==> src/rtl/dsp48a1_pkg.sv <==
// Shared constants and types for the dsp48a1_slice codebase.
// Contents:
//   - Datapath widths (pre-adder/B path, multiplier product, post-adder/P).
//   - X and Z operand mux select encodings as enums.
//   - Bit positions of the individual fields inside OPMODE.
package dsp48a1_pkg;

    localparam int AB_W = 18;
    localparam int M_W  = 36;
    localparam int P_W  = 48;

    // X operand select, OPMODE[1:0]
    typedef enum logic [1:0] {
        X_ZERO   = 2'd0,
        X_M      = 2'd1,
        X_P      = 2'd2,
        X_CONCAT = 2'd3
    } x_sel_e;

    // Z operand select, OPMODE[3:2]
    typedef enum logic [1:0] {
        Z_ZERO = 2'd0,
        Z_PCIN = 2'd1,
        Z_P    = 2'd2,
        Z_C    = 2'd3
    } z_sel_e;

    localparam int OP_X_LSB       = 0;
    localparam int OP_Z_LSB       = 2;
    localparam int OP_PREADD_SEL  = 4;
    localparam int OP_CARRYIN     = 5;
    localparam int OP_PREADD_SUB  = 6;
    localparam int OP_POSTADD_SUB = 7;

endpackage

==> src/rtl/dsp48a1_pipe_reg.sv <==
// Optional pipeline register used for every stage of the DSP slice.
// Ports:
//   clk   - rising-edge clock
//   rst_n - synchronous active-low reset, takes priority over ce
//   ce    - active-high clock enable; low holds the stored value
//   d     - stage input
//   q     - stage output (registered when PRESENT != 0, else d itself)
module dsp_pipe_reg #(
    parameter int WIDTH   = 18,
    parameter int PRESENT = 1
) (
    input  logic             clk,
    input  logic             rst_n,
    input  logic             ce,
    input  logic [WIDTH-1:0] d,
    output logic [WIDTH-1:0] q
);

    if (PRESENT != 0) begin : g_reg
        always_ff @(posedge clk) begin
            if (!rst_n) begin
                q <= '0;
            end else if (ce) begin
                q <= d;
            end
        end
    end else begin : g_bypass
        // Bypassed stage: clock, reset and enable are deliberately unused.
        logic unused_ctrl;
        assign unused_ctrl = ^{clk, rst_n, ce};
        assign q = d;
    end

endmodule

==> src/rtl/dsp48a1_slice.sv <==
// DSP48A1-style arithmetic slice: 18-bit pre-adder, 18x18 unsigned multiplier,
// 48-bit post-adder with X/Z operand muxes, carry-in select and carry-out.
// Each stage has an optional register (parameters *REG) with its own CE and
// synchronous active-low reset.
// Optional feature: define DSP_PCIN_CASCADE_EN to route PCIN on Z select 1;
// without it Z select 1 gives 0 and PCIN is ignored.
// Ports:
//   CLK                          - clock
//   RST{A,B,C,D,M,P,CARRYIN,OPMODE} - sync active-low resets per stage
//   CE{A,B,C,D,M,P,CARRYIN,OPMODE}  - active-high clock enables per stage
//   A, B, D, BCIN [17:0]         - operands and B cascade input
//   C, PCIN [47:0]               - post-adder operand and P cascade input
//   CARRYIN                      - external carry-in
//   OPMODE [7:0]                 - operation control
//   BCOUT [17:0]                 - B1 stage output
//   M [35:0]                     - multiplier stage output
//   P, PCOUT [47:0]              - result and cascade copy
//   CARRYOUT, CARRYOUTF          - carry-out and fabric copy
module dsp48a1_slice
    import dsp48a1_pkg::*;
#(
    parameter int    A0REG       = 0,
    parameter int    A1REG       = 1,
    parameter int    B0REG       = 0,
    parameter int    B1REG       = 1,
    parameter int    CREG        = 1,
    parameter int    DREG        = 1,
    parameter int    MREG        = 1,
    parameter int    PREG        = 1,
    parameter int    CARRYINREG  = 1,
    parameter int    CARRYOUTREG = 1,
    parameter int    OPMODEREG   = 1,
    parameter string CARRYINSEL  = "OPMODE5",
    parameter string B_INPUT     = "DIRECT"
) (
    input  logic            CLK,
    input  logic            RSTA,
    input  logic            RSTB,
    input  logic            RSTC,
    input  logic            RSTD,
    input  logic            RSTM,
    input  logic            RSTP,
    input  logic            RSTCARRYIN,
    input  logic            RSTOPMODE,
    input  logic            CEA,
    input  logic            CEB,
    input  logic            CEC,
    input  logic            CED,
    input  logic            CEM,
    input  logic            CEP,
    input  logic            CECARRYIN,
    input  logic            CEOPMODE,
    input  logic [AB_W-1:0] A,
    input  logic [AB_W-1:0] B,
    input  logic [AB_W-1:0] D,
    input  logic [AB_W-1:0] BCIN,
    input  logic [P_W-1:0]  C,
    input  logic [P_W-1:0]  PCIN,
    input  logic            CARRYIN,
    input  logic [7:0]      OPMODE,
    output logic [AB_W-1:0] BCOUT,
    output logic [M_W-1:0]  M,
    output logic [P_W-1:0]  P,
    output logic [P_W-1:0]  PCOUT,
    output logic            CARRYOUT,
    output logic            CARRYOUTF
);

    // Unrecognised string values fall back to DIRECT / OPMODE5.
    localparam bit B_FROM_CASCADE = (B_INPUT == "CASCADE");
    localparam bit CIN_FROM_PORT  = (CARRYINSEL == "CARRYIN");

    logic [7:0]      opmode_r;
    logic [AB_W-1:0] a0, a1, b0, b1, d_r, b_src, pre_sum, b1_in;
    logic [P_W-1:0]  c_r, p_r, x_mux, z_mux;
    logic [M_W-1:0]  m_prod, m_r;
    logic            cin_src, cin_r, co_r;
    logic [P_W:0]    post_sum;
    x_sel_e          x_sel;
    z_sel_e          z_sel;

    dsp_pipe_reg #(.WIDTH(8), .PRESENT(OPMODEREG)) u_opmode (
        .clk(CLK), .rst_n(RSTOPMODE), .ce(CEOPMODE), .d(OPMODE), .q(opmode_r));

    dsp_pipe_reg #(.WIDTH(AB_W), .PRESENT(A0REG)) u_a0 (
        .clk(CLK), .rst_n(RSTA), .ce(CEA), .d(A), .q(a0));
    dsp_pipe_reg #(.WIDTH(AB_W), .PRESENT(A1REG)) u_a1 (
        .clk(CLK), .rst_n(RSTA), .ce(CEA), .d(a0), .q(a1));

    assign b_src = B_FROM_CASCADE ? BCIN : B;

    dsp_pipe_reg #(.WIDTH(AB_W), .PRESENT(B0REG)) u_b0 (
        .clk(CLK), .rst_n(RSTB), .ce(CEB), .d(b_src), .q(b0));
    dsp_pipe_reg #(.WIDTH(AB_W), .PRESENT(DREG)) u_d (
        .clk(CLK), .rst_n(RSTD), .ce(CED), .d(D), .q(d_r));

    // Pre-adder result wraps at 18 bits; it only reaches B1 when selected.
    assign pre_sum = opmode_r[OP_PREADD_SUB] ? (d_r - b0) : (d_r + b0);
    assign b1_in   = opmode_r[OP_PREADD_SEL] ? pre_sum : b0;

    dsp_pipe_reg #(.WIDTH(AB_W), .PRESENT(B1REG)) u_b1 (
        .clk(CLK), .rst_n(RSTB), .ce(CEB), .d(b1_in), .q(b1));

    assign m_prod = M_W'(a1) * M_W'(b1);

    dsp_pipe_reg #(.WIDTH(M_W), .PRESENT(MREG)) u_m (
        .clk(CLK), .rst_n(RSTM), .ce(CEM), .d(m_prod), .q(m_r));
    dsp_pipe_reg #(.WIDTH(P_W), .PRESENT(CREG)) u_c (
        .clk(CLK), .rst_n(RSTC), .ce(CEC), .d(C), .q(c_r));

    assign cin_src = CIN_FROM_PORT ? CARRYIN : opmode_r[OP_CARRYIN];

    dsp_pipe_reg #(.WIDTH(1), .PRESENT(CARRYINREG)) u_cin (
        .clk(CLK), .rst_n(RSTCARRYIN), .ce(CECARRYIN), .d(cin_src), .q(cin_r));

    assign x_sel = x_sel_e'(opmode_r[OP_X_LSB +: 2]);
    assign z_sel = z_sel_e'(opmode_r[OP_Z_LSB +: 2]);

`ifndef DSP_PCIN_CASCADE_EN
    logic unused_pcin;
    assign unused_pcin = ^PCIN;
`endif

    // Operand muxes; the P selections feed back the current P register.
    always_comb begin
        x_mux = '0;
        z_mux = '0;
        case (x_sel)
            X_ZERO:   x_mux = '0;
            X_M:      x_mux = {{(P_W-M_W){1'b0}}, m_r};
            X_P:      x_mux = p_r;
            X_CONCAT: x_mux = {d_r[11:0], a1, b1};
            default:  x_mux = '0;
        endcase
        case (z_sel)
            Z_ZERO:  z_mux = '0;
`ifdef DSP_PCIN_CASCADE_EN
            Z_PCIN:  z_mux = PCIN;
`else
            Z_PCIN:  z_mux = '0;
`endif
            Z_P:     z_mux = p_r;
            Z_C:     z_mux = c_r;
            default: z_mux = '0;
        endcase
    end

    // 49-bit post-adder: bit 48 is carry on add and borrow on subtract.
    always_comb begin
        post_sum = '0;
        if (opmode_r[OP_POSTADD_SUB]) begin
            post_sum = {1'b0, z_mux} - ({1'b0, x_mux} + {{P_W{1'b0}}, cin_r});
        end else begin
            post_sum = {1'b0, z_mux} + {1'b0, x_mux} + {{P_W{1'b0}}, cin_r};
        end
    end

    dsp_pipe_reg #(.WIDTH(P_W), .PRESENT(PREG)) u_p (
        .clk(CLK), .rst_n(RSTP), .ce(CEP), .d(post_sum[P_W-1:0]), .q(p_r));
    dsp_pipe_reg #(.WIDTH(1), .PRESENT(CARRYOUTREG)) u_cout (
        .clk(CLK), .rst_n(RSTCARRYIN), .ce(CECARRYIN), .d(post_sum[P_W]), .q(co_r));

    assign BCOUT     = b1;
    assign M         = m_r;
    assign P         = p_r;
    assign PCOUT     = p_r;
    assign CARRYOUT  = co_r;
    assign CARRYOUTF = co_r;

endmodule

==> config.mk <==
export PLATFORM = sky130hd
export DESIGN_NAME = dsp48a1_slice
export DESIGN_NICKNAME = d
export VERILOG_FILES = /design/src/rtl/dsp48a1_pkg.sv /design/src/rtl/dsp48a1_pipe_reg.sv /design/src/rtl/dsp48a1_slice.sv
export SDC_FILE = /design/constraint.sdc
export NUM_CORES = 2
export LEC_CHECK = 0
export CORE_MARGIN = 3
export CORE_UTILIZATION = 40
export DETAILED_ROUTE_END_ITERATION = 6
export PLACE_DENSITY = 0.66
export SLEW_MARGIN = 20
export SYNTH_ARGS = -nofsm -noshare
export SYNTH_HDL_FRONTEND = slang
export SYNTH_SLANG_ARGS = --single-unit
==> constraint.sdc <==
create_clock -name CLK -period 11.9 [get_ports CLK]
set_input_delay 2.38 -clock CLK [delete_from_list [all_inputs] [get_ports CLK]]
set_output_delay 2.38 -clock CLK [all_outputs]
set_load 0.02 [all_outputs]
==> summary.txt <==
Inserted Clock Buffers -> 17
Crit path top cell by count -> fa_1
Hold Crit Depth -> 1
Pwr dens -> 92.3 mW/mm^2
DPL Wire Length -> 65.6 mm
Slowest-stage cell, CP -> dfxtp_1
Hold Slack -> 0.492 ns
Top-area cell type share of the netlist area -> 19.0%
Post-synth EDFFs -> 0
Clk root buf -> clkbuf_16
Vias -> 23,288
Critical path arrival -> 7.31 ns
Syn_nets -> 4,028
# port buffers -> 278
Nets@finish -> 4,142
Layout cells sized above 1 -> 5.91%
Unrepaired setup endpoints after global routing -> no
Resize count post-CTS -> 0
Worst hold path type -> reg2reg
Static Leakage -> 14.9 nW
Setup WS pre-CTS -> 5.12 ns
Most frequent cells in the layout -> inv_1, nand2_1, clkdlybuf4s50_1, ha_1, fa_1
Sequential cell area -> 0.00393 sq mm
Post-route DRC violation count -> 0
First-pass GRT wire length -> 132 mm
Clk_skew -> 0.0217 ns
Die area -> 0.0720 sq mm
Mean routed wirelength per cell -> 19.7 microns
Max incr delay on CP -> 1.01 ns
Gpl congestion -> 0.922
R2R depth -> 22
Max clock buf depth -> 2
Setup TNS -> 0 ns
Number of global-route vias before repair -> 23,313
Dpl cell area -> 0.0307 sq mm
Drt total wl -> 85.1 mm
Largest net degree at the start of global routing -> 67
CTS tree -> yes
Crit end category -> flop
Syn Area/Cell -> 8.32 sq um
Via density -> 5.41
Initial Util -> 40.7%
Total of max-cap violations -> 0
Core Area -> 0.0676 sq mm
Post-synthesis sequential area ratio -> 14.3%
Top FF cell, synth -> dfxtp_1
Total global routing overflow -> 0
Synth Cell Area -> 0.0275 sq mm
Top achievable clock speed -> 145 MHz
Initial DRC Count -> 1,769
Post-route setup slack -> 4.99 ns
Htree depth -> 4
Hold Buf Count CTS -> 0
Asr flop ratio synth -> 0%
Initial antenna violation count -> 7
GRT Overall Usage -> 23.8%
Die Y -> 268 microns
First drt pass iteration count -> 6
# clock sinks -> 196
Cells taking the most area after synthesis -> fa_1, dfxtp_1, ha_1
Hold Startpoint -> u_b1.q[7]
Hold endpoint -> u_b1.q[7]
Startpoint types -> flop
Status -> complete, no violations
Synth warnings -> 0
Setup Buffers After CTS -> 0
Yosys reg bits -> 196
Clock Latency Late Sink -> 0.52 ns
Reg2Reg Setup Slack -> 4.99 ns
Max FO, Critical Path -> 20
Peak VDD IR -> 68.2 uV
Post-route ant nets -> 0
Fin. max-slew vios -> 0
Reg-to-Reg End -> u_m.q[27]
Clock transition at path regs -> 0.08 ns
FILL cells -> 6,599
Slew @ Worst Pin -> 1.09 ns
Area of the multi-input gates -> 0.0209 sq mm
Fin area -> 0.0313 sq mm
Critical-path cell list -> nand2_1, fa_1, inv_1, fa_1, inv_1, fa_1, inv_1, fa_1, fa_1, inv_1, fa_1, inv_1, ha_1, a21oi_1, o21ai_0, a221o_1, a21oi_1, o21ai_1, or2_2, xor2_1, mux2i_1, nor2b_1
Worst R2R Start -> u_a1.q[5]
Setup CP Type -> reg2reg
Worst Path Required -> 12.30 ns
# setup viols final -> 0
Synth Instances -> 3,306
Num ports -> 346
Commonest non-fill, non-tap cell in the layout -> inv_1
Final Hold Viols -> 0
Distinct cells, synth -> 89
Tmin final -> 6.91 ns
Area growth syn-to-layout -> 13.6%
Die width -> 268 microns
Slew Limit Headroom -> 27.2%
FP Rows -> 95
Final period utilization -> 58.0%
Cell taking the most area after synthesis -> fa_1
Pwr Total -> 2.89 mW
worst max-delay path: cells and delay by family, from the launching register on:
family          cells  cell delay (ns)
simple gates        3             0.57
fa+ha+maj           7             3.26
buf+inv             5             0.24
compound gates      5             1.41
flops               1             1.01
xor+xnor            1             0.14
mux                 1             0.13
kinds of logic (layout without fill, tap and decap cells):
| family | Yosys count | count (layout) | synth area share (%) |
|---|---|---|---|
| simple gates | 935 | 935 | 17.0 |
| xor+xnor | 138 | 138 | 4.39 |
| compound gates | 611 | 611 | 14.7 |
| fa+ha+maj | 528 | 528 | 31.1 |
| mux | 229 | 229 | 8.72 |
| other cells | 0 | 1 | 0 |
| flops | 196 | 196 | 14.3 |
| buf+inv | 669 | 796 | 9.83 |
per-layer routing:
metal | up-vias | share of wire [%] | GRT usage, %
met5 | - | 0.051 | 0
met4 | 6 | 2.6 | 7.21
met3 | 107 | 8.1 | 5.28
met2 | 789 | 44 | 36.9
met1 | 11322 | 46 | 33.0
li1 | 11064 | - | -
per-stage QoR:
stage          utilization (%)  cells
2_1_floorplan                -   3306
3_3_place_gp              45.4   4274
3_5_place_dp              45.4   4274
4_1_cts                   46.2   4306
5_1_grt                   46.2   4306
6_report                  46.2   4307
power breakdown:
| part | internal [mW] | switching [mW] | total, mW |
|---|---|---|---|
| logic | 0.646 | 0.849 | 1.49 |
| registers | 0.712 | 0.0831 | 0.795 |
| clock network | 0.277 | 0.321 | 0.598 |
| total | 1.63 | 1.25 | 2.89 |
worst max path at each step:
| stage | start | to | slack [ns] |
|---|---|---|---|
| after CTS | u_a1.q[5] | u_m.q[27] | 5.10 |
| after global placement | u_a1.q[5] | u_m.q[32] | 5.12 |
| after floorplan | u_b1.q[3] | u_m.q[34] | 5.63 |
| after global routing | u_a1.q[5] | u_m.q[27] | 4.58 |
| final | u_a1.q[5] | u_m.q[27] | 4.99 |
| after detailed placement | u_a1.q[5] | u_m.q[27] | 5.12 |
synthesized netlist by cell type, types with 7 or more instances:
| cell | number |
|---|---|
| a211oi_1 | 29 |
| a21o_1 | 61 |
| a21oi_1 | 186 |
| a22o_1 | 34 |
| a31oi_1 | 19 |
| and2_1 | 172 |
| and3_1 | 9 |
| buf_1 | 26 |
| buf_4 | 50 |
| clkbuf_1 | 151 |
| dfxtp_1 | 196 |
| fa_1 | 261 |
| ha_1 | 267 |
| inv_1 | 436 |
| mux2_2 | 85 |
| mux2i_1 | 144 |
| nand2_1 | 330 |
| nand2b_1 | 19 |
| nand3_1 | 31 |
| nand4_1 | 20 |
| nor2_1 | 137 |
| nor2b_1 | 147 |
| nor3_1 | 25 |
| nor4_1 | 7 |
| o211a_1 | 14 |
| o211ai_1 | 12 |
| o21a_1 | 14 |
| o21ai_0 | 117 |
| o21ai_1 | 10 |
| o21bai_1 | 25 |
| o221ai_1 | 10 |
| o31a_1 | 8 |
| o31ai_1 | 8 |
| or3_1 | 7 |
| xnor2_1 | 94 |
| xor2_1 | 44 |
sequential cells by signal (all words and copies together), names as in the netlist, 8 cells and up:
register,count
u_a1.q,18
u_b1.q,18
u_c.q,48
u_d.q,18
u_m.q,36
u_opmode.q,8
u_p.q,48
final cells by class:
class | count | share of cell area (%)
multi-input combinational | 2441 | 66.8
inverter | 437 | 5.25
timing repair buffer | 327 | 10.0
clock buffer | 17 | 1.36
tap | 873 | 3.49
clock inverter | 15 | 0.456
sequential | 196 | 12.6
antenna | 1 | 0.00800
Power figures use the tool's default switching activity.
